<file path="src/rtl/regfile_pkg.sv">
// rtl/regfile_pkg.sv - shared types and default-value helper for the shadow register file
package regfile_pkg;

   typedef enum logic [0:0] {
      ST_IDLE = 1'b0,
      ST_PEND = 1'b1
   } commit_state_t;

   localparam int DEF_MAX_W = 8192;
   localparam int REG_MAX_W = 64;

   // Caller zero-extends the flat defaults to DEF_MAX_W and truncates the result to its register width.
   function automatic logic [REG_MAX_W-1:0] reg_default(input logic [DEF_MAX_W-1:0] flat,
                                                        input int idx,
                                                        input int data_w);
      return REG_MAX_W'(flat >> (idx * data_w));
   endfunction

endpackage

</file>
<file path="src/rtl/regfile_commit_ctrl.sv">
// rtl/regfile_commit_ctrl.sv - commit FSM: holds a shadow->active request until apply_ok
module regfile_commit_ctrl
   import regfile_pkg::*;
(
   input  logic clk,
   input  logic reset_n,
   input  logic commit_req,
   input  logic apply_ok,
   output logic apply,
   output logic commit_pending,
   output logic commit_done
);

   commit_state_t state, state_next;

   always_ff @(posedge clk or negedge reset_n) begin
      if (!reset_n) begin
         state       <= ST_IDLE;
         commit_done <= 1'b0;
      end else begin
         state       <= state_next;
         commit_done <= apply;
      end
   end

   // Requests arriving while already pending are absorbed, never queued.
   always_comb begin
      state_next = state;
      apply      = 1'b0;
      case (state)
         ST_IDLE: begin
            if (commit_req) begin
               if (apply_ok) apply = 1'b1;
               else          state_next = ST_PEND;
            end
         end
         ST_PEND: begin
            if (apply_ok) begin
               apply      = 1'b1;
               state_next = ST_IDLE;
            end
         end
         default: state_next = ST_IDLE;
      endcase
   end

   assign commit_pending = (state == ST_PEND);

endmodule

</file>
<file path="src/rtl/regfile_shadow.sv">
// rtl/regfile_shadow.sv - double-buffered config register file with lock, error flags and readback
module regfile_shadow
   import regfile_pkg::*;
#(
   parameter int DATA_W    = 8,
   parameter int NUMREGS   = 67,
   parameter int ADDR_W    = 8,
   parameter int LOCK_ADDR = NUMREGS - 1,
   parameter logic [NUMREGS*DATA_W-1:0] DEFAULTS = '0
) (
   input  logic              clk,
   input  logic              reset_n,
   input  logic              write,
   input  logic [ADDR_W-1:0] write_addr,
   input  logic [DATA_W-1:0] write_data,
   input  logic              read,
   input  logic [ADDR_W-1:0] read_addr,
   input  logic              read_sel,
   output logic [DATA_W-1:0] read_data,
   output logic              read_valid,
   input  logic              commit_req,
   input  logic              apply_ok,
   output logic              commit_pending,
   output logic              commit_done,
   output logic              dirty,
   output logic              err_addr,
   output logic              err_lock,
   input  logic              err_clr,
   output logic [DATA_W-1:0] config_bits [0:NUMREGS-1]
);

   localparam logic [DEF_MAX_W-1:0] DEF_EXT = DEF_MAX_W'(DEFAULTS);
   localparam logic [ADDR_W:0]      NUM_EXT = (ADDR_W + 1)'(NUMREGS);
   localparam logic [ADDR_W-1:0]    LOCK_A  = ADDR_W'(LOCK_ADDR);

   logic [DATA_W-1:0] shadow [0:NUMREGS-1];
   logic [DATA_W-1:0] active [0:NUMREGS-1];
   logic              apply;
   logic              lock;
   logic              w_in_range;
   logic              r_in_range;
   logic              write_ok;
   logic              lock_hit;
   logic              addr_hit;
   logic [DATA_W-1:0] rd_mux;

   regfile_commit_ctrl u_commit (
      .clk            (clk),
      .reset_n        (reset_n),
      .commit_req     (commit_req),
      .apply_ok       (apply_ok),
      .apply          (apply),
      .commit_pending (commit_pending),
      .commit_done    (commit_done)
   );

   assign lock       = shadow[LOCK_ADDR][0];
   assign w_in_range = ({1'b0, write_addr} < NUM_EXT);
   assign r_in_range = ({1'b0, read_addr} < NUM_EXT);
   // The lock register itself stays writable so a locked bank can be unlocked.
   assign write_ok   = write && w_in_range && (!lock || write_addr == LOCK_A);
   assign lock_hit   = write && w_in_range && lock && (write_addr != LOCK_A);
   assign addr_hit   = (write && !w_in_range) || (read && !r_in_range);

   always_ff @(posedge clk or negedge reset_n) begin
      if (!reset_n) begin
         for (int i = 0; i < NUMREGS; i++)
            shadow[i] <= DATA_W'(reg_default(DEF_EXT, i, DATA_W));
      end else begin
         for (int i = 0; i < NUMREGS; i++)
            if (write_ok && write_addr == ADDR_W'(i)) shadow[i] <= write_data;
      end
   end

   // Nonblocking copy: a write landing on the apply edge is not seen by active.
   always_ff @(posedge clk or negedge reset_n) begin
      if (!reset_n) begin
         for (int i = 0; i < NUMREGS; i++)
            active[i] <= DATA_W'(reg_default(DEF_EXT, i, DATA_W));
      end else if (apply) begin
         active <= shadow;
      end
   end

   assign config_bits = active;

   always_comb begin
      rd_mux = '0;
      for (int i = 0; i < NUMREGS; i++)
         if (read_addr == ADDR_W'(i)) rd_mux = read_sel ? active[i] : shadow[i];
   end

   always_ff @(posedge clk or negedge reset_n) begin
      if (!reset_n) begin
         read_data  <= '0;
         read_valid <= 1'b0;
         dirty      <= 1'b0;
         err_addr   <= 1'b0;
         err_lock   <= 1'b0;
      end else begin
         read_valid <= read;
         if (read) read_data <= rd_mux;

         if (write_ok)   dirty <= 1'b1;
         else if (apply) dirty <= 1'b0;

         if (addr_hit)     err_addr <= 1'b1;
         else if (err_clr) err_addr <= 1'b0;

         if (lock_hit)     err_lock <= 1'b1;
         else if (err_clr) err_lock <= 1'b0;
      end
   end

endmodule

</file>
<file path="config.mk">
export PLATFORM = sky130hd
export DESIGN_NAME = regfile_shadow
export DESIGN_NICKNAME = d
export VERILOG_FILES = /design/src/rtl/regfile_pkg.sv /design/src/rtl/regfile_commit_ctrl.sv /design/src/rtl/regfile_shadow.sv
export SDC_FILE = /design/constraint.sdc
export NUM_CORES = 2
export LEC_CHECK = 0
export BUFFER_PORTS_ARGS = -buffer_cell sky130_fd_sc_hd__buf_2
export CORE_MARGIN = 1.5
export CORE_UTILIZATION = 40
export CTS_CLUSTER_DIAMETER = 60
export CTS_CLUSTER_SIZE = 28
export DETAILED_ROUTE_END_ITERATION = 12
export PLACE_DENSITY = 0.64
export REMOVE_ABC_BUFFERS = 1
export SLEW_MARGIN = 10
export SYNTH_ARGS = -nofsm -noshare
export SYNTH_HDL_FRONTEND = slang
export SYNTH_SLANG_ARGS = --single-unit
</file>
<file path="constraint.sdc">
create_clock -name clk -period 2.01 [get_ports clk]
set_input_delay 0.5025 -clock clk [delete_from_list [all_inputs] [get_ports clk]]
set_output_delay 0.5025 -clock clk [all_outputs]
set_load 0.005 [all_outputs]
</file>
==> flow_metrics.py <==
metrics = {
    "worst_setup_path": {
        "worstReg2RegEnd": "read_data[5]",
        "cp-end-kind": "flip-flop",
        "slowest_stage": "mux4_2",
        "critPathLaunchType": "flip-flop",
        "critPathTopFamily": "compound AO/OA/AOI/OAI gates",
        "r2r-start": "config_bits[525]",
        "cp_data_arrival_time_ns": 3.32,
        "regToRegSetupSlack_ns": -0.67,
        "crit_required_ns": 2.65,
        "critPathKind": "flip-flop to flip-flop",
        "crit_cells": 9,
        "r2r_cells": 9,
        "critPathMaxStageDelay_ns": 0.48,
        "cp_common_cell": "a211oi_2",
        "crit_chain": "mux4_2 -> a22o_4 -> nor4_4 -> o221ai_2 -> a211oi_2 -> buf_4 -> o211ai_1 -> a211oi_2 -> o21ai_1",
        "critPathMaxFanout": 2,
        "critPathBufInv": 1,
    },
    "timing": {
        "clock.fmax_ghz": 0.3725,
        "skew_ns": 0.03708,
        "fin_crit_ns": 2.685,
        "finalSetupViolCount": 542,
        "tightest_slew_ns": 1.328,
        "rsz0062_at_grt": "true",
        "finalHoldViolations": 0,
        "whs_ns": 0.04442,
        "max_slew_margin_pct": 11.13,
        "fin_crit_sh_pct": 133.6,
        "maxSlewViolCount": 0,
        "fin_setup_tns_ns": -185.56,
        "finalWorstSetupSlack_ns": -0.6747,
    },
    "status": {
        "violations": "setup timing",
        "status": "finished with violations",
    },
    "synth": {
        "synth_area_per_cell_sq_um": 10.15,
        "synth-simple-area-share_pct": 16.09,
        "synthCells": 5187,
        "synth_mux_area_share_pct": 21.75,
        "synthArstFlopShare_pct": 100.0,
        "synth_top_family_by_area": "multiplexers",
        "yosys_warnings": 0,
        "synth_area_leaders": "dfrtp_1 52%, nand2_1 12%, mux2_2 11%",
        "synthXorXnorAreaFrac_pct": 0,
        "synth_top_cell_by_area": "dfrtp_1",
        "yosysUniqueCellTypes": 82,
        "ys_seq_elements": 1086,
        "synthFlopType": "dfrtp_1",
        "synthAdderAreaFrac_pct": 0,
        "synth_edf_count": 0,
        "synth_compound_area_share_pct": 7.582,
        "synth_top_area_share_pct": 51.61,
        "yosysSeqAreaShare_pct": 51.61,
        "syn_area_sq_um": 52660,
    },
    "clocking": {
        "clk_pin_slew_ns": 0.08,
        "cts.sinks": 1086,
        "cts_tree": "built",
        "clock_latency_ns": 0.75,
        "cts_buffers": 99,
        "cts_max_path_buffers": 3,
        "htreeDepth": 3,
        "ctsRootBufferMaster": "clkbuf_16",
    },
    "route": {
        "firstDrtPassIters": 6,
        "wl_per_cell_um": 28.04,
        "routed_wl_um": 253900,
        "dr_total_vias": 51020,
        "drtIter0Drc": 5857,
        "viasPerCell": 5.636,
        "drc_errors": 0,
        "ant_nets": 0,
    },
    "power_and_ir_drop": {
        "p_clk_share_pct": 42.2,
        "p_per_area_nw_per_um2": 634.5,
        "seqPwrFrac_pct": 45.9,
        "leakagePower_nw": 42.02,
        "p_sw_mw": 13.70,
        "sw_frac_of_total_pct": 27.86,
        "ir_drop_mv": 0.7130,
        "p_int_mw": 35.48,
        "p_comb_share_pct": 11.9,
        "power.total_mw": 49.18,
    },
    "die": {
        "rows": 132,
        "die_w_um": 365.8,
        "die_h_um": 365.8,
        "start_util_pct": 40.46,
        "die_area_sq_um": 133800,
        "coreArea_sq_um": 130100,
        "floorplan.io_pins": 582,
    },
    "final_layout": {
        "final_common_cell": "nand2_1",
        "fin_area_sq_um": 77510,
        "nets": 7255,
        "fin_cells": 9054,
        "drive_gt1_share_pct": 45.86,
        "final_cell_mix": "1710 x nand2_1, 1505 x buf_4, 1086 x dfrtp_1",
        "area_growth_pct": 47.20,
    },
    "placed_design": {
        "placed_area_sq_um": 69850,
        "placed_cells": 8758,
        "dp_hpwl_um": 188400,
        "portBuffers": 581,
        "gp_congestion": 1.043,
    },
    "hold_path": {
        "min_path_type": "input port to flip-flop",
        "hp-start": "commit_req",
        "min_to": "u_commit.commit_pending",
        "hold_depth": 3,
    },
    "grt": {
        "grt_use_total_pct": 37.08,
        "grt_pass1_wl_um": 363100,
        "antenna_found_initial": 8,
        "use_met3_pct": 6.892,
        "met2_usage_pct": 57.14,
        "grt_pass1_vias": 51310,
        "busiest_layer": "met2",
        "grtUsageMet1_pct": 48.78,
        "grt_max_degree": 89,
        "grt_overflow": 0,
    },
    "job": {
        "maxCapViolCount": 0,
    },
}
-- power by group through the flow --
stage	registers [mW]	logic, mW	clock network, mW
2_1_floorplan	22.9	1.36	0
3_3_place_gp	23.0	5.19	0
3_5_place_dp	23.0	5.23	0
4_1_cts	22.5	5.68	20.9
5_1_grt	22.6	6.11	21.7
6_report	22.6	5.87	20.7
-- per-stage QoR --
| step | setup slack [ns] | util, % |
|---|---|---|
| final | -0.6747 | 59.56 |
| after global routing | -0.7642 | 59.55 |
| after CTS | -0.8112 | 58.91 |
| after detailed placement | -1.881 | 53.67 |
| after global placement | -1.862 | 53.67 |
| after floorplan | -40.62 | - |
-- worst max-delay path by stage --
stage | end | from | slack (ns)
2_1_floorplan | config_bits[0] | commit_req | -40.62
3_3_place_gp | read_data[6] | read_addr[0] | -1.86
3_5_place_dp | read_data[1] | read_addr[0] | -1.88
4_1_cts | read_data[5] | config_bits[525] | -0.81
5_1_grt | read_data[5] | config_bits[525] | -0.76
6_report | read_data[5] | config_bits[525] | -0.67
-- per-layer routing --
metal | vias to the layer above | share of wire [%]
li1 | 21980 | -
met1 | 25700 | 40
met2 | 2680 | 45
met3 | 661 | 8.4
met4 | 8 | 6.6
met5 | - | 0.018
-- repair_timing --
| action | 4_1_cts | 5_1_grt |
|---|---|---|
| buffers inserted | 86 | 42 |
| endpoints found under the setup margin | 522 | 541 |
| pin swaps | 85 | 53 |
| hold endpoints to repair | 229 | 0 |
| hold buffers | 3 | 0 |
| cloned | 11 | 0 |
| gates resized for setup | 541 | 139 |
-- Yosys cell counts (all sizes together) (17+ instances only) --
cell and count:
a31oi 20, nor3 37, dfrtp 1086, o22ai 70, nand3 25, a221oi 23
mux2 613, nand2 1780, clkbuf 268, nor2b 23, o21ai 171, a211oi 38
nor4 17, buf 97, nor2 93, mux2i 421, a21oi 137, a22oi 23
-- cells by family (layout without fill, tap and decap cells) --
group | count (synthesis) | count (layout)
AOI/OAI and AO/OA | 624 | 624
buffers and inverters | 371 | 2491
DFF | 1086 | 1086
muxes | 1049 | 1049
other | 0 | 5
and+or+nand+nor | 2057 | 2057
-- final cells by class --
cell class | count | area (sq um)
clock buffers | 114 | 2636
diodes | 5 | 12.51
well taps | 1742 | 2180
inverters | 6 | 30.03
multi-input cells | 3730 | 26420
clock inverters | 71 | 872.1
repair buffers | 2300 | 18180
flip-flops and latches | 1086 | 27180
fillers | 10950 | 52640
-- worst reg2reg max path, delay by kind of cell (launching register included) --
family                 cells  cell delay (ns)
AOI/OAI and AO/OA          6             1.24
muxes                      1             0.48
DFF                        1             0.38
and+or+nand+nor            1             0.32
buffers and inverters      1             0.17
-- state kept, by name (all words and copies together), names as in the netlist --
signal / count
u_commit.commit_pending: 1
dirty: 1
u_commit.commit_done: 1
read_data: 8
err_lock: 1
lock: 1
err_addr: 1
read_valid: 1
config_bits: 536
shadow: 535
No activity file was read; power rests on OpenSTA's default activity.
